File: src/rtl/stepper_ctrl_xy_if.sv
// StepperCtrlXY_IF: command handshake between the motion processor (master)
// and the dual-axis step-pulse generator (slave).
//
// Handshake: the master may raise trigger at any time; the slave accepts a
// command only on a rising clock edge where rdy=1 and trigger=1, latching
// pulse_num_x, pulse_num_y and pulse_width on that edge. rdy stays low from the
// accepting edge until one cycle after done. done is a single-cycle pulse
// marking completion. A trigger seen while rdy=0 is dropped, not queued.
//
// Signals:
//   pulse_num_x  master->slave  X pulse count
//   pulse_num_y  master->slave  Y pulse count
//   pulse_width  master->slave  high/low phase length in clocks (0 acts as 1)
//   trigger      master->slave  command request
//   done         slave->master  one-cycle completion pulse
//   rdy          slave->master  slave idle and able to accept a command
interface StepperCtrlXY_IF #(
  parameter int PULSE_NUM_X_BITS = 8,
  parameter int PULSE_NUM_Y_BITS = 8,
  parameter int PULSE_WIDTH_BITS = 8
) ();
  logic [PULSE_NUM_X_BITS-1:0] pulse_num_x;
  logic [PULSE_NUM_Y_BITS-1:0] pulse_num_y;
  logic [PULSE_WIDTH_BITS-1:0] pulse_width;
  logic                        trigger;
  logic                        done;
  logic                        rdy;

  modport master (
    output pulse_num_x, pulse_num_y, pulse_width, trigger,
    input  done, rdy
  );

  modport slave (
    input  pulse_num_x, pulse_num_y, pulse_width, trigger,
    output done, rdy
  );
endinterface

File: src/rtl/stepper_ctrl_xy.sv
// stepper_ctrl_xy: dual-axis step-pulse generator.
//
// On an accepted trigger the X/Y pulse counts and the phase width are latched
// and both axes emit their pulse trains concurrently. Each pulse is W cycles
// high followed by W cycles low; the first high phase begins in the cycle
// right after the accepting edge. When both axes have finished, done pulses
// for one cycle and the block returns to ready.
//
// Ports:
//   clk        system clock, rising edge
//   reset      asynchronous reset, active low
//   intf       StepperCtrlXY_IF.slave command handshake
//   out_x      registered X step output
//   out_y      registered Y step output
//   dbg_state  current FSM state (0=IDLE, 1=RUN, 2=DONE)
module stepper_ctrl_xy #(
  parameter int PULSE_NUM_X_BITS = 8,
  parameter int PULSE_NUM_Y_BITS = 8,
  parameter int PULSE_WIDTH_BITS = 8
) (
  input  logic                 clk,
  input  logic                 reset,
  StepperCtrlXY_IF.slave       intf,
  output logic                 out_x,
  output logic                 out_y,
  output logic [1:0]           dbg_state
);

  typedef enum logic [1:0] {
    ST_IDLE = 2'd0,
    ST_RUN  = 2'd1,
    ST_DONE = 2'd2
  } state_t;

  localparam logic [PULSE_NUM_X_BITS-1:0] ONE_X = PULSE_NUM_X_BITS'(1);
  localparam logic [PULSE_NUM_Y_BITS-1:0] ONE_Y = PULSE_NUM_Y_BITS'(1);
  localparam logic [PULSE_WIDTH_BITS-1:0] ONE_W = PULSE_WIDTH_BITS'(1);

  state_t                      state_q, state_d;
  logic [PULSE_WIDTH_BITS-1:0] w_q, w_d;

  // Per-axis engine: remaining pulses (including the one in progress),
  // cycles spent in the current phase, phase bit (= step output), and an
  // active flag that drops after the last low phase.
  logic [PULSE_NUM_X_BITS-1:0] remain_x_q, remain_x_d;
  logic [PULSE_WIDTH_BITS-1:0] cnt_x_q, cnt_x_d;
  logic                        out_x_q, out_x_d;
  logic                        act_x_q, act_x_d;

  logic [PULSE_NUM_Y_BITS-1:0] remain_y_q, remain_y_d;
  logic [PULSE_WIDTH_BITS-1:0] cnt_y_q, cnt_y_d;
  logic                        out_y_q, out_y_d;
  logic                        act_y_q, act_y_d;

  logic                        phase_end_x, phase_end_y;

  // The phase counter only ever reaches w_q-1, so all-ones widths never wrap.
  assign phase_end_x = (cnt_x_q == (w_q - ONE_W));
  assign phase_end_y = (cnt_y_q == (w_q - ONE_W));

  always_comb begin
    state_d    = state_q;
    w_d        = w_q;
    remain_x_d = remain_x_q;
    cnt_x_d    = cnt_x_q;
    out_x_d    = out_x_q;
    act_x_d    = act_x_q;
    remain_y_d = remain_y_q;
    cnt_y_d    = cnt_y_q;
    out_y_d    = out_y_q;
    act_y_d    = act_y_q;

    case (state_q)
      ST_IDLE: begin
        if (intf.trigger) begin
          w_d        = (intf.pulse_width == '0) ? ONE_W : intf.pulse_width;
          remain_x_d = intf.pulse_num_x;
          remain_y_d = intf.pulse_num_y;
          cnt_x_d    = '0;
          cnt_y_d    = '0;
          // Output rises on the accepting edge so the first high phase
          // occupies the very next cycle; a zero-count axis never starts.
          act_x_d    = (intf.pulse_num_x != '0);
          act_y_d    = (intf.pulse_num_y != '0);
          out_x_d    = (intf.pulse_num_x != '0);
          out_y_d    = (intf.pulse_num_y != '0);
          state_d    = ST_RUN;
        end
      end

      ST_RUN: begin
        if (act_x_q) begin
          if (phase_end_x) begin
            cnt_x_d = '0;
            if (out_x_q) begin
              out_x_d = 1'b0;
            end else if (remain_x_q == ONE_X) begin
              remain_x_d = '0;
              act_x_d    = 1'b0;
            end else begin
              remain_x_d = remain_x_q - ONE_X;
              out_x_d    = 1'b1;
            end
          end else begin
            cnt_x_d = cnt_x_q + ONE_W;
          end
        end

        if (act_y_q) begin
          if (phase_end_y) begin
            cnt_y_d = '0;
            if (out_y_q) begin
              out_y_d = 1'b0;
            end else if (remain_y_q == ONE_Y) begin
              remain_y_d = '0;
              act_y_d    = 1'b0;
            end else begin
              remain_y_d = remain_y_q - ONE_Y;
              out_y_d    = 1'b1;
            end
          end else begin
            cnt_y_d = cnt_y_q + ONE_W;
          end
        end

        // Leave RUN on the edge that ends the last low phase of the longer
        // axis, so done lands in the following cycle.
        if (!act_x_d && !act_y_d) begin
          state_d = ST_DONE;
        end
      end

      ST_DONE: begin
        state_d = ST_IDLE;
      end

      default: begin
        state_d = ST_IDLE;
      end
    endcase
  end

  always_ff @(posedge clk or negedge reset) begin
    if (!reset) begin
      state_q    <= ST_IDLE;
      w_q        <= '0;
      remain_x_q <= '0;
      cnt_x_q    <= '0;
      out_x_q    <= 1'b0;
      act_x_q    <= 1'b0;
      remain_y_q <= '0;
      cnt_y_q    <= '0;
      out_y_q    <= 1'b0;
      act_y_q    <= 1'b0;
    end else begin
      state_q    <= state_d;
      w_q        <= w_d;
      remain_x_q <= remain_x_d;
      cnt_x_q    <= cnt_x_d;
      out_x_q    <= out_x_d;
      act_x_q    <= act_x_d;
      remain_y_q <= remain_y_d;
      cnt_y_q    <= cnt_y_d;
      out_y_q    <= out_y_d;
      act_y_q    <= act_y_d;
    end
  end

  assign intf.rdy  = (state_q == ST_IDLE);
  assign intf.done = (state_q == ST_DONE);
  assign out_x     = out_x_q;
  assign out_y     = out_y_q;
  assign dbg_state = state_q;

endmodule

File: src/flat_wrapper.sv
// flat-port wrapper written by rule: the top's interface ports become plain ports
module stepper_ctrl_xy_flat 
#(
  parameter int PULSE_NUM_X_BITS = 8,
  parameter int PULSE_NUM_Y_BITS = 8,
  parameter int PULSE_WIDTH_BITS = 8
)
  (clk, reset, out_x, out_y, dbg_state, intf_pulse_num_x, intf_pulse_num_y, intf_pulse_width, intf_trigger, intf_done, intf_rdy);
  StepperCtrlXY_IF #(.PULSE_NUM_X_BITS(PULSE_NUM_X_BITS), .PULSE_NUM_Y_BITS(PULSE_NUM_Y_BITS), .PULSE_WIDTH_BITS(PULSE_WIDTH_BITS)) intf_i ();
  input  logic clk;
  input  logic reset;
  output logic out_x;
  output logic out_y;
  output logic [1:0] dbg_state;
  input wire logic [$bits(intf_i.pulse_num_x)-1:0] intf_pulse_num_x;
  input wire logic [$bits(intf_i.pulse_num_y)-1:0] intf_pulse_num_y;
  input wire logic [$bits(intf_i.pulse_width)-1:0] intf_pulse_width;
  input wire logic [$bits(intf_i.trigger)-1:0] intf_trigger;
  output wire logic [$bits(intf_i.done)-1:0] intf_done;
  output wire logic [$bits(intf_i.rdy)-1:0] intf_rdy;
  assign intf_i.pulse_num_x = intf_pulse_num_x;
  assign intf_i.pulse_num_y = intf_pulse_num_y;
  assign intf_i.pulse_width = intf_pulse_width;
  assign intf_i.trigger = intf_trigger;
  assign intf_done = intf_i.done;
  assign intf_rdy = intf_i.rdy;
  stepper_ctrl_xy #(.PULSE_NUM_X_BITS(PULSE_NUM_X_BITS), .PULSE_NUM_Y_BITS(PULSE_NUM_Y_BITS), .PULSE_WIDTH_BITS(PULSE_WIDTH_BITS)) u_core (.clk(clk), .reset(reset), .intf(intf_i), .out_x(out_x), .out_y(out_y), .dbg_state(dbg_state));
endmodule
File: config.mk
export PLATFORM = sky130hd
export DESIGN_NAME = stepper_ctrl_xy_flat
export DESIGN_NICKNAME = d
export VERILOG_FILES = /design/src/rtl/stepper_ctrl_xy_if.sv /design/src/rtl/stepper_ctrl_xy.sv /design/src/flat_wrapper.sv
export SDC_FILE = /design/constraint.sdc
export NUM_CORES = 1
export LEC_CHECK = 0
export ABC_AREA = 1
export CAP_MARGIN = 20
export CORE_MARGIN = 8
export CORE_UTILIZATION = 30
export CTS_CLUSTER_SIZE = 14
export DETAILED_ROUTE_END_ITERATION = 7
export PLACE_DENSITY = 0.51
export SLEW_MARGIN = 0
export SYNTH_ARGS = -nofsm -noshare
export SYNTH_HDL_FRONTEND = slang
export SYNTH_SLANG_ARGS = --single-unit
File: constraint.sdc
create_clock -name clk -period 2.45 [get_ports clk]
set_clock_uncertainty 0.2 [all_clocks]
set_input_delay 0.3675 -clock clk [delete_from_list [all_inputs] [get_ports clk]]
set_output_delay 0.3675 -clock clk [all_outputs]
set_load 0.05 [all_outputs]
==> metrics.yaml <==
cts:
  cts-root-buf: "clkbuf_8"
  cts_buffers: 5
  clkSlewWorstSetupHoldPaths_ns: 0.08
  clk_latency_ns: 0.29
  cts_setup_buffers: 0
  htreeDepth: 2
  clock_path_buffers: 2
  cts_tree: "built"
  numClockSinks: 46
routing:
  drc_errors: 0
  top_layer: "met4"
  wirelength_mm: 8.30
  avgRoutedWirePerCell_um: 13.4
  wl_met1_mm: 4.09
  vias_per_cell: 4.87
  antenna_left: 0
  first_pass_iters: 4
  first_iter_violations: 160
  dr_wl_met2_mm: 3.82
  route.met3.wl_um: 318
  via_count: 3004
worst_setup_path:
  end_kind: "primary output"
  critPathArrivalTime_ns: 1.74
  reg2regPathDepth: 14
  r2r-start: "u_core.w_q[0]"
  crit_path_max_fanout: 5
  ff2ff_setup_slack_ns: 0.22
  slowest_delay_ns: 0.82
  worstSetupStartpointType: "flop"
  slowest_stage: "clkdlybuf4s50_1"
  cp_cell_sequence: "nor2_4, clkdlybuf4s50_1"
  r2r-end: "u_core.out_y"
  required_ns: 1.88
  crit_family: "buffers and inverters"
  crit_type: "reg -> out"
  worst-path-buf-inv: 1
finish:
  fin_area_um2: 3790
  drive_gt1_frac: 0.0977
  mostFrequentLayoutCell: "nand2_1"
  diodes: 0
  final_nets: 514
  syn2layout_area_growth_pct: 19.5
  fin_util: 0.369
  final_cell_mix: "112 x nand2_1, 49 x inv_1, 46 x dfrtp_1, 39 x nand3_1"
global_route:
  grt_max_degree: 47
  grt.total_usage: 0.119
  gr-total-overflow: 0
  antenna_found_initial: 0
  grt_pass1_wl_mm: 14.3
  grt_pass1_vias: 2966
logic_synthesis:
  synth_seq_cells: 46
  synth_nets: 473
  synthCells: 439
  avgSynthCellArea_um2: 7.22
  ys_warn_count: 0
  ys_seq_area_frac: 0.363
  syn-cell-area_um2: 3170
  ys_types: 36
worst_hold_path:
  hold_start: "u_core.remain_y_q[1]"
  holdPathEnd: "u_core.remain_y_q[1]"
  whs_path_depth: 2
  min_path_type: "reg -> reg"
die:
  rows: 37
  die_h_um: 119
  core_area_um2: 10300
  ioPinCount: 33
  start_util: 0.308
  die_w_um: 119
  die-area_um2: 14100
timing:
  tns_ns: 0
  setup_viol: 0
  fmax_ghz: 0.434
  slew_headroom: 0.584
  rsz0062_at_grt: "false"
  worst_slew_pin_slew_ns: 0.623
  period_needed_ns: 2.30
  report.final.slew_viol_count: 0
  fin_crit_sh: 0.941
  hold_viol: 0
placed_design:
  dpl_cell_area_um2: 3670
  place.port_buffers: 32
  gp_congestion: 0.859
  hpwlAfterDp_mm: 6.34
power_and_ir_drop:
  powerDensity_nw_per_um2: 349
  leakage_uw: 0.00180
  p_total_uw: 1320
  vdd_drop_max_v: 0.000203
job:
  maxCapViolCount: 0
status:
  status: "finished clean"
power breakdown:
part           switching [uW]  total [uW]  internal [uW]
clock                     267         495            229
combinational            30.7        70.5           39.8
sequential                  0         758            758
metrics by stage:
| step | std cells | hold WS, ns | setup WS, ns |
|---|---|---|---|
| final | 617 | 0.277 | 0.145 |
| after floorplan | 439 | -0.128 | 0.122 |
| after CTS | 617 | 0.281 | 0.0854 |
| after detailed placement | 608 | 0.260 | 0.111 |
| after global routing | 617 | 0.302 | 0.00548 |
| after global placement | 608 | 0.259 | 0.182 |
layout make-up:
type	instances	area [um2]
clock buffer	7	86.3
clock inverter	1	5.00
fill	1116	6490
inverter	54	205
multi-input combinational	330	1770
sequential	46	1150
tap	136	170
timing repair buffer	43	404
registers in the layout, summed over array words and instances, names as in the netlist:
signal,cells
u_core.act_x_q,1
u_core.act_y_q,1
u_core.cnt_x_q,8
u_core.cnt_y_q,8
u_core.dbg_state,2
u_core.out_x,1
u_core.out_y,1
u_core.remain_x_q,8
u_core.remain_y_q,8
u_core.w_q,8
synth_stat cells, drive strengths merged:
library cell | n | area [um2]
a21boi | 1 | 7.51
a21oi | 6 | 30.0
a22oi | 1 | 7.51
and3 | 3 | 18.8
buf | 7 | 53.8
clkbuf | 2 | 7.51
clkinv | 2 | 7.51
dfrtp | 46 | 1150
ha | 7 | 87.6
inv | 52 | 198
nand2 | 121 | 487
nand3 | 43 | 238
nand3b | 3 | 22.5
nand4 | 33 | 206
nor2 | 41 | 171
nor3 | 6 | 35.0
nor4 | 2 | 12.5
o21ai | 30 | 161
o22ai | 6 | 37.5
o31ai | 1 | 7.51
or2 | 2 | 12.5
xnor2 | 5 | 43.8
xor2 | 19 | 166
worst max-delay path by stage:
stage | from | to | slack [ns] | depth (start not counted)
floorplan | u_core.dbg_state[0] | u_core.cnt_y_q[7] | 0.12 | 9
global placement | u_core.w_q[0] | u_core.cnt_x_q[2] | 0.18 | 13
detailed placement | u_core.w_q[0] | u_core.remain_y_q[2] | 0.11 | 14
CTS | u_core.w_q[0] | u_core.remain_y_q[2] | 0.09 | 14
global route | u_core.w_q[0] | u_core.out_y | 0.005 | 14
finish | u_core.dbg_state[0] | intf_rdy | 0.15 | 2
cell families (layout without fill, tap and decap cells):
kind of cell / after synthesis / count (layout) / synth area share
compound gates: 45 / 45 / 0.0793
xor+xnor: 24 / 24 / 0.0663
fa+ha+maj: 7 / 7 / 0.0276
buf+inv: 63 / 105 / 0.0841
flops: 46 / 46 / 0.363
simple gates: 254 / 254 / 0.380
worst min-delay path: stages, from the launching register on:
cell	delay (ns)
dfrtp_1	0.35
nand2_1	0.05
nand2_1	0.04
what timing repair did:
item                                    CTS  global route
hold endpoints to repair                 21             0
hold buffers                              1             0
resized for setup                         0             4
endpoints found under the setup margin    0            31
routing by layer:
metal,track usage,vias up
met3,0.0262,4
met2,0.193,51
met1,0.161,1415
li1,-,1534
met4,0.0206,0
met5,0,-
(Power assumes the default switching activity.)
